[src/rtl/aurora_clk_seq_pkg.sv]
// Shared types for the Aurora clock sequencer: state encodings, control bundle and helpers.
package aurora_clk_seq_pkg;

  localparam int unsigned STATE_W     = 3;
  localparam int unsigned LOCK_LOSS_W = 16;

  typedef enum logic [STATE_W-1:0] {
    S_RESET     = 3'd0,
    S_WAIT_PLL  = 3'd1,
    S_CLR       = 3'd2,
    S_WAIT_MMCM = 3'd3,
    S_STABLE    = 3'd4,
    S_HOLD      = 3'd5,
    S_RUN       = 3'd6,
    S_FAULT     = 3'd7
  } seq_state_e;

  typedef struct packed {
    logic tx_clk_clr;
    logic mmcm_clk_locked;
    logic aurora_reset;
    logic clk_ready;
    logic fault;
  } seq_ctl_t;

  function automatic int unsigned max_of(input int unsigned a, input int unsigned b);
    return (a > b) ? a : b;
  endfunction

  // Control outputs implied by being in a given state.
  function automatic seq_ctl_t state_ctl(input seq_state_e s);
    seq_ctl_t c;
    c.tx_clk_clr      = 1'b1;
    c.mmcm_clk_locked = 1'b0;
    c.aurora_reset    = 1'b1;
    c.clk_ready       = 1'b0;
    c.fault           = 1'b0;
    case (s)
      S_WAIT_MMCM, S_STABLE, S_HOLD: begin
        c.tx_clk_clr      = 1'b0;
        c.mmcm_clk_locked = 1'b1;
      end
      S_RUN: begin
        c.tx_clk_clr      = 1'b0;
        c.mmcm_clk_locked = 1'b1;
        c.aurora_reset    = 1'b0;
        c.clk_ready       = 1'b1;
      end
      S_FAULT: c.fault = 1'b1;
      default: ;
    endcase
    return c;
  endfunction

endpackage

[src/rtl/aurora_clk_sequencer_lock_sync.sv]
// Two-flop synchronizer for an asynchronous lock indication, with a synchronous reset value.
module lock_sync #(
  parameter logic RESET_VAL = 1'b0
) (
  input  logic clk,
  input  logic rst_n,
  input  logic async_in,
  output logic sync_out
);

  (* ASYNC_REG = "TRUE" *) logic [1:0] sync_q;

  always_ff @(posedge clk) begin
    if (!rst_n) sync_q <= {2{RESET_VAL}};
    else        sync_q <= {sync_q[0], async_in};
  end

  assign sync_out = sync_q[1];

endmodule

[src/rtl/aurora_clk_sequencer.sv]
// Aurora clock bring-up sequencer: PLL wait, TX clock clear, MMCM release/qualify, core reset release.
// Optional LOCK_LOSS_COUNT counter enabled by defining AURORA_CLK_SEQ_LOSS_COUNT_EN.
module aurora_clk_sequencer
  import aurora_clk_seq_pkg::*;
#(
  parameter int unsigned CLR_CYCLES    = 16,
  parameter int unsigned LOCK_TIMEOUT  = 65536,
  parameter int unsigned STABLE_CYCLES = 1024,
  parameter int unsigned RESET_HOLD    = 128,
  parameter int unsigned MAX_RETRIES   = 7,
  parameter int unsigned RETRY_W       = 3
) (
  input  logic                   INIT_CLK,
  input  logic                   INIT_RST_N,
  input  logic                   GT_PLL_LOCKED,
  input  logic                   MMCM_NOT_LOCKED,
  output logic                   TX_CLK_CLR,
  output logic                   MMCM_CLK_LOCKED,
  output logic                   AURORA_RESET,
  output logic                   CLK_READY,
  output logic                   FAULT,
  output logic [RETRY_W-1:0]     RETRY_COUNT,
  output logic [STATE_W-1:0]     STATE,
  output logic [LOCK_LOSS_W-1:0] LOCK_LOSS_COUNT
);

  localparam int unsigned TIMER_MAX = max_of(max_of(CLR_CYCLES, LOCK_TIMEOUT),
                                             max_of(STABLE_CYCLES, RESET_HOLD));
  localparam int unsigned TIMER_W   = $clog2(TIMER_MAX + 1);

  localparam logic [TIMER_W-1:0] CLR_LAST    = TIMER_W'(CLR_CYCLES - 1);
  localparam logic [TIMER_W-1:0] TIMEOUT_LAST = TIMER_W'(LOCK_TIMEOUT - 1);
  localparam logic [TIMER_W-1:0] STABLE_LAST = TIMER_W'(STABLE_CYCLES - 1);
  localparam logic [TIMER_W-1:0] HOLD_LAST   = TIMER_W'(RESET_HOLD - 1);
  localparam logic [RETRY_W-1:0] RETRY_LIMIT = RETRY_W'(MAX_RETRIES);

  logic pll_s;
  logic mmcm_unlock_s;
  logic mmcm_s;
  logic lock_drop;

  seq_state_e         state_q, state_d;
  logic [TIMER_W-1:0] timer_q, timer_d;
  logic [RETRY_W-1:0] retry_q, retry_d;
  logic               retry_req;
  seq_ctl_t           ctl_q;

  lock_sync #(.RESET_VAL(1'b0)) u_pll_sync (
    .clk      (INIT_CLK),
    .rst_n    (INIT_RST_N),
    .async_in (GT_PLL_LOCKED),
    .sync_out (pll_s)
  );

  lock_sync #(.RESET_VAL(1'b1)) u_mmcm_sync (
    .clk      (INIT_CLK),
    .rst_n    (INIT_RST_N),
    .async_in (MMCM_NOT_LOCKED),
    .sync_out (mmcm_unlock_s)
  );

  assign mmcm_s    = ~mmcm_unlock_s;
  assign lock_drop = ~pll_s | ~mmcm_s;

  always_ff @(posedge INIT_CLK) begin
    if (!INIT_RST_N) begin
      state_q <= S_RESET;
      timer_q <= '0;
      retry_q <= '0;
      ctl_q   <= state_ctl(S_RESET);
    end else begin
      state_q <= state_d;
      timer_q <= timer_d;
      retry_q <= retry_d;
      ctl_q   <= state_ctl(state_d);
    end
  end

  // Next state; any failure funnels into a single retry decision below.
  always_comb begin
    state_d   = state_q;
    timer_d   = '0;
    retry_d   = retry_q;
    retry_req = 1'b0;
    case (state_q)
      S_RESET:    state_d = S_WAIT_PLL;
      S_WAIT_PLL: if (pll_s) state_d = S_CLR;
      S_CLR: begin
        if (!pll_s)                    retry_req = 1'b1;
        else if (timer_q == CLR_LAST)  state_d   = S_WAIT_MMCM;
      end
      S_WAIT_MMCM: begin
        if (!pll_s)                        retry_req = 1'b1;
        else if (mmcm_s)                   state_d   = S_STABLE;
        else if (timer_q == TIMEOUT_LAST)  retry_req = 1'b1;
      end
      S_STABLE: begin
        if (lock_drop)                    retry_req = 1'b1;
        else if (timer_q == STABLE_LAST)  state_d   = S_HOLD;
      end
      S_HOLD: begin
        if (lock_drop)                  retry_req = 1'b1;
        else if (timer_q == HOLD_LAST)  state_d   = S_RUN;
      end
      S_RUN:   if (lock_drop) retry_req = 1'b1;
      S_FAULT: state_d = S_FAULT;
      default: state_d = S_RESET;
    endcase

    if (retry_req) begin
      if (retry_q == RETRY_LIMIT) begin
        state_d = S_FAULT;
      end else begin
        retry_d = retry_q + RETRY_W'(1);
        state_d = S_WAIT_PLL;
      end
    end

    if (state_d == S_RUN && state_q != S_RUN) retry_d = '0;
    if (state_d == state_q) timer_d = timer_q + TIMER_W'(1);
  end

  assign TX_CLK_CLR      = ctl_q.tx_clk_clr;
  assign MMCM_CLK_LOCKED = ctl_q.mmcm_clk_locked;
  assign AURORA_RESET    = ctl_q.aurora_reset;
  assign CLK_READY       = ctl_q.clk_ready;
  assign FAULT           = ctl_q.fault;
  assign RETRY_COUNT     = retry_q;
  assign STATE           = state_q;

`ifdef AURORA_CLK_SEQ_LOSS_COUNT_EN
  logic [LOCK_LOSS_W-1:0] loss_q;

  // Counts RUN exits caused by a lock drop, saturating.
  always_ff @(posedge INIT_CLK) begin
    if (!INIT_RST_N)                                      loss_q <= '0;
    else if (state_q == S_RUN && lock_drop && loss_q != '1) loss_q <= loss_q + LOCK_LOSS_W'(1);
  end

  assign LOCK_LOSS_COUNT = loss_q;
`else
  assign LOCK_LOSS_COUNT = '0;
`endif

endmodule

[config.mk]
export PLATFORM = sky130hd
export DESIGN_NAME = aurora_clk_sequencer
export DESIGN_NICKNAME = d
export VERILOG_FILES = /design/src/rtl/aurora_clk_seq_pkg.sv /design/src/rtl/aurora_clk_sequencer_lock_sync.sv /design/src/rtl/aurora_clk_sequencer.sv
export SDC_FILE = /design/constraint.sdc
export NUM_CORES = 1
export LEC_CHECK = 0
export CAP_MARGIN = 5
export CORE_ASPECT_RATIO = 2
export CORE_MARGIN = 2
export CORE_UTILIZATION = 42
export CTS_BUF_LIST = sky130_fd_sc_hd__clkbuf_8 sky130_fd_sc_hd__clkbuf_16
export CTS_CLUSTER_DIAMETER = 200
export DETAILED_ROUTE_END_ITERATION = 8
export GPL_ROUTABILITY_DRIVEN = 1
export GPL_TIMING_DRIVEN = 0
export PLACE_DENSITY = 0.69
export SLEW_MARGIN = 40
export SYNTH_ARGS = -nofsm -noshare
export SYNTH_HDL_FRONTEND = slang
export SYNTH_SLANG_ARGS = --single-unit
[constraint.sdc]
create_clock -name INIT_CLK -period 3.8 [get_ports INIT_CLK]
set_input_delay 0.76 -clock INIT_CLK [delete_from_list [all_inputs] [get_ports INIT_CLK]]
set_output_delay 0.76 -clock INIT_CLK [all_outputs]
set_load 0.05 [all_outputs]
# After elaboration in Yosys (flattened, before gate mapping)
# Index checks and enable logic that the tools add are counted.
[totals]
ff_bits = 32
output_inout_bits = 27
[classes]
add_sub_neg = 2
n_eq_ne = 19
n_mux = 21
n_bitwise = 4
reduce_logical = 7
[ops]
columns = ["operator", "n"]
rows = [
  ["3-bit 2-to-1 mux", 11],
  ["3-bit == test, second input constant", 9],
  ["3-bit case mux with 7 select lines", 1],
  ["17-bit by 1-bit adder with 17-bit output, second input constant", 1],
  ["17-bit by 10-bit == test with 1-bit output, second input constant", 1],
  ["17-bit by 16-bit == test with 1-bit output, second input constant", 1],
  ["17-bit by 4-bit == test with 1-bit output, second input constant", 1],
  ["17-bit by 7-bit == test with 1-bit output, second input constant", 1],
  ["3-bit by 2-bit == test with 1-bit output, second input constant", 3],
  ["1-bit 2-to-1 mux", 6],
  ["2-bit 2-to-1 mux", 2],
  ["2-bit AND reduction", 2],
  ["4-bit OR reduction", 1],
  ["3-bit by 1-bit adder with 3-bit output, second input constant", 1],
  ["3-bit by 1-bit == test with 1-bit output, second input constant", 1],
  ["3-bit == test", 1],
  ["3-bit logical NOT", 1],
  ["3-bit != test, second input constant", 1],
  ["1-bit NOT", 3],
  ["1-bit case mux with 3 select lines", 1],
  ["3-bit OR reduction", 1],
  ["2-bit OR reduction", 1],
  ["1-bit logical AND", 1],
  ["1-bit bitwise OR", 1],
]

# Logic depth before layout (Yosys ltp)
[logic_depth]
word_depth = 9
depth_mapped = 12
mapped_depth_nobuf = 11

# Hierarchy
# Synthesis repeated with hierarchy kept, for this count alone.
[unflattened]
cells_unflattened = 202
area_unflattened_um2 = 1784.2
[modules_own_cells]
columns = ["module", "n_inst", "cells_each", "area_each_um2"]
rows = [
  ["aurora_clk_sequencer", 1, 194, 1679.1],
  ["lock_sync", 2, 4, 52.6],
]

# Least setup slack after synthesis
# OpenSTA, ideal clock, no wires.
[synth_timing]
kind = "flip-flop to flip-flop"
start = "reg timer_q[0]"
end = "reg timer_q[11]"
t_arrival_ns = 2.528
setup_slack_ns = 1.153
stages_incl_launch_ff = 13
n_path_buf = 1
period_less_slack_ns = 2.647
path_cell_list = "dfxtp_1 -> ha_1 -> nand3_1 -> nor3_1 -> and3_1 -> ha_1 -> nand2_1 -> a21oi_1 -> o21ai_2 -> o21ai_2 -> mux2i_2 -> buf_6 -> nor3_2"
[synth_via]
elab_chain_len = 8
elab_cells_between_ends = 19
classes_between = "add/sub: 1; eq/ne: 5; mux: 12; reduce/logical: 1"
[synth_rtl]
columns = ["element", "line_no", "text"]
rows = [
  ["start: declaration", "aurora_clk_sequencer.sv:43", "logic [TIMER_W-1:0] timer_q, timer_d;"],
  ["start signal: assignment", "aurora_clk_sequencer.sv:73", "timer_q <= timer_d;"],
  ["17-bit by 16-bit == test with 1-bit output", "aurora_clk_sequencer.sv:95", "else if (timer_q == TIMEOUT_LAST) retry_req = 1'b1;"],
  ["1-bit 2-to-1 mux", "aurora_clk_sequencer.sv:95", ""],
  ["1-bit 2-to-1 mux", "aurora_clk_sequencer.sv:94", "else if (mmcm_s) state_d = S_STABLE;"],
  ["1-bit 2-to-1 mux", "aurora_clk_sequencer.sv:93", "if (!pll_s) retry_req = 1'b1;"],
  ["1-bit case mux with 3 select lines", "aurora_clk_sequencer.sv:85", "case (state_q)"],
  ["3-bit 2-to-1 mux", "aurora_clk_sequencer.sv:110", "if (retry_req) begin"],
  ["3-bit == test", "aurora_clk_sequencer.sv:120", "if (state_d == state_q) timer_d = timer_q + TIMER_W'(1);"],
  ["2-bit AND reduction (no line)", "--", ""],
]
# Parallel ways exist; a longest one is shown, timed or not.
# A chain may end at the register's enable or synchronous reset.

# Final worst setup path
[layout_timing]
start = "reg timer_q[0]"
end = "reg timer_q[7]"
# The elaborated chain is that of the path after synthesis.

==> summary.md <==
| Metric | Value |
|---|---|
| Yosys warns | 0 |
| Seq/Total Area, Yosys | 0.375 |
| Status | finished, final reports clean |
| Filler Cells Inserted | 400 |
| Synthesized area per cell | 9.35 um^2 |
| Leak | 0.812 nW |
| Area Overhead vs Synth | 20.6% |
| PostCTS Resize Cnt | 0 |
| Placer Congestion | 0.869 |
| Post-CTS setup buffer count | 0 |
| Register area | 641 um^2 |
| Yosys reg bits | 32 |
| Number of flops mapped to enable cells by yosys | 0 |
| Mapped Area | 1710 um^2 |
| Met2 wire length | 1910 um |
| Worst min-delay path category | register to register |
| Initial antenna violation count | 0 |
| Post-route cell area | 2060 um^2 |
| Chip width | between 40 and 50 um |
| Cts-stage hold buffer count | 0 |
| Element type at the critical path end | register |
| Measured slew at the worst slew-check pin | between 600 and 700 ps |
| HPWL after DPL | ~2600 um |
| Predominant post-synthesis flop cell | dfxtp_1 |
| Clock root buffer | clkbuf_8 |
| Full die area | between 4000 and 5000 um^2 |
| Initial drt markers | 21 |
| Clock skew | around 2.2 ps |
| Core Area | 3880 um^2 |
| Crit path arrival time | 3490 ps |
| Top layer in use | met4 |
| Critical path class | register to register |
| Top post-synthesis cells by area | dfxtp_1 (37%), buf_4 (7.9%), nor3_2 (5.9%) |
| Most common library cells after synthesis | dfxtp_1 (32), buf_4 (18), nor2_1 (15) |
| Top-count cell post-synth | dfxtp_1 |
| Area after DPL | 1970 um^2 |
| Die H | between 90 and 100 um |
| Row count | 32 |
| Max-slew headroom | 0.552 |
| Count of distinct cell types in the synthesized netlist | between 40 and 50 |
| Critical path startpoint category | register |
| Clock transition at the registers of the reported paths | 70 ps |
| Critical path peak fanout | 10 |
| Routed Antenna Nets | 0 |
| Post-layout min period | about 3300 ps |
| Internal Pwr Total | 0.581 mW |
| Setup TNS Final | 0 ps |
| Final setup vio count | 0 |
| Final Max Tran Viols | 0 |
| Achievable frequency | 0.302 GHz |
| PortBufs | 14 |
| Peak VDD IR | 0.232 mV |
| Mapped Cells | 183 |
| Initial core utilization | 0.440 |
| Final Hold Fails | 0 |
| WL per Instance | 12.2 um |
| Psw | 0.305 mW |
| First-pass detailed-route iteration total | 5 |
| CTS max path bufs | 2 |
| Final WS setup | 490 ps |
| Global-route wire length before repair | about 5600 um |
| Ys async rst share | 0 |
| Fin cells | 271 |
| WL final | 3300 um |
| Synth area leader | dfxtp_1 |
| Total number of vias | between 1000 and 1500 |
| Residual DRC | 0 |
| Part of the power in the clock network | 0.309 |
| Sw Ratio | 0.344 |
| Setup slack after placement | 491 ps |
| Nets | 227 |
| N_diodes | 0 |
| H-tree depth | 2 |
| Number of global-route vias before repair | 1246 |
| Multi-input logic area | 946 um^2 |
| CTS Buf Count | 5 |
| Worst-skew pair later-pin latency | slightly below 300 ps |
| WL met3 | 108 um |
| Total chip power | 0.885 mW |
| RSZ-0062 raised after global routing | false |
| Crit path required time | 3980 ps |
| Via density per instance | roughly 4.8 |
| Layout cells sized above 1 | 0.223 |
| CTS tree | built |
| Total track usage | 0.158 |
| Top-area cell type share of the netlist area | 0.375 |
| Clock sinks | 32 |
| Inst Count DP | between 200 and 300 |
| Sequential power share | 0.408 |
| I/O Pins | 31 |
| Logic pwr share | 0.283 |
| Gr ovfl total | 0 |
| WL met1 | 1220 um |
| Largest net degree at the start of global routing | 11 |
| P per Cell Area | 429 nW/um^2 |
| Tcrit/Tclk final | 0.871 |
| Max cap viols | 0 |
registers in the layout, summed over array words and instances, names as in the netlist:
name / flops
u_mmcm_sync.sync_q: 2
STATE: 3
RETRY_COUNT: 3
TX_CLK_CLR: 1
AURORA_RESET: 1
MMCM_CLK_LOCKED: 1
CLK_READY: 1
u_pll_sync.sync_q: 2
FAULT: 1
timer_q: 17
routing by layer:
metal  GRT usage  vias to the layer above
li1            -                      668
met1       0.139                      596
met2       0.315                       24
met3      0.0318                        6
met4      0.0857                        0
met5           0                        -
cell type report:
cell class,instances,area share
Inverter,5,0.00910
Clock inverter,2,0.00485
Clock buffer,6,0.0400
Tap cell,51,0.0309
Sequential cell,32,0.310
Buffer,22,0.0782
Timing Repair Buffer,14,0.0679
Multi-Input combinational cell,139,0.458
through the flow:
stage           util  hold slack, ps
4_1_cts        0.531             409
3_5_place_dp   0.507             393
6_report       0.531             407
5_1_grt        0.531             432
3_3_place_gp   0.507             393
2_1_floorplan      -             386
power by group through the flow:
stage          sequential, mW  clock (mW)  combinational [mW]
2_1_floorplan           0.413           0               0.154
5_1_grt                 0.364       0.292               0.268
4_1_cts                 0.362       0.280               0.252
3_3_place_gp            0.369           0               0.250
6_report                0.362       0.273               0.251
3_5_place_dp            0.370           0               0.252
cells in the final DEF (no fill, tap or decap), types with 2 or more instances in the layout:
| cell type | n |
|---|---|
| a21boi_0 | 2 |
| a21oi_1 | 2 |
| and2_1 | 4 |
| and3_1 | 4 |
| buf_2 | 3 |
| buf_4 | 18 |
| clkbuf_8 | 6 |
| clkdlybuf4s50_1 | 14 |
| clkinv_2 | 2 |
| conb_1 | 16 |
| dfxtp_1 | 32 |
| ha_1 | 4 |
| inv_1 | 5 |
| mux2i_1 | 2 |
| nand2_1 | 9 |
| nand2b_1 | 6 |
| nand3_1 | 7 |
| nand4_1 | 4 |
| nor2_1 | 15 |
| nor2b_1 | 4 |
| nor3_1 | 7 |
| nor3_2 | 10 |
| nor3b_1 | 4 |
| o21ai_2 | 2 |
| or3_1 | 3 |
| or4b_1 | 2 |
| xnor2_1 | 8 |
| xor2_1 | 8 |
kinds of logic (layout without fill, tap and decap cells):
kind of cell,Yosys count,in the layout,synth area share
AND/OR/NAND/NOR,84,84,0.306
other,1,16,0.00219
buffers and inverters,27,49,0.105
XOR/XNOR,16,16,0.0819
multiplexers,3,3,0.0197
adder cells (fa/ha/maj),4,4,0.0293
flip-flops,32,32,0.375
AO/OA/AOI/OAI,16,16,0.0812
path summary, 6_finish.rpt:
kind / endpoint / cells after the start / from / slack [ps]
worst min-delay path: u_mmcm_sync.sync_q[1]$_SDFF_PN1_ / 1 / u_mmcm_sync.sync_q[0]$_SDFF_PN1_ / 410
worst max register to register: timer_q[7]$_SDFF_PN0_ / 12 / timer_q[0]$_SDFF_PN0_ / 490
worst max-delay path: timer_q[7]$_SDFF_PN0_ / 12 / timer_q[0]$_SDFF_PN0_ / 490
worst min register to register: u_mmcm_sync.sync_q[1]$_SDFF_PN1_ / 1 / u_mmcm_sync.sync_q[0]$_SDFF_PN1_ / 410
worst max-delay path: stages, from the launching register on:
cell,delay (ps)
dfxtp_1,400
ha_1,220
nand3_1,100
nor3_1,570
and3_1,290
ha_1,190
nand2_1,60
a21oi_1,220
o21ai_2,180
o21ai_2,150
mux2i_2,520
buf_6,240
nor3_2,60
No activity file was read; power rests on OpenSTA's default activity.
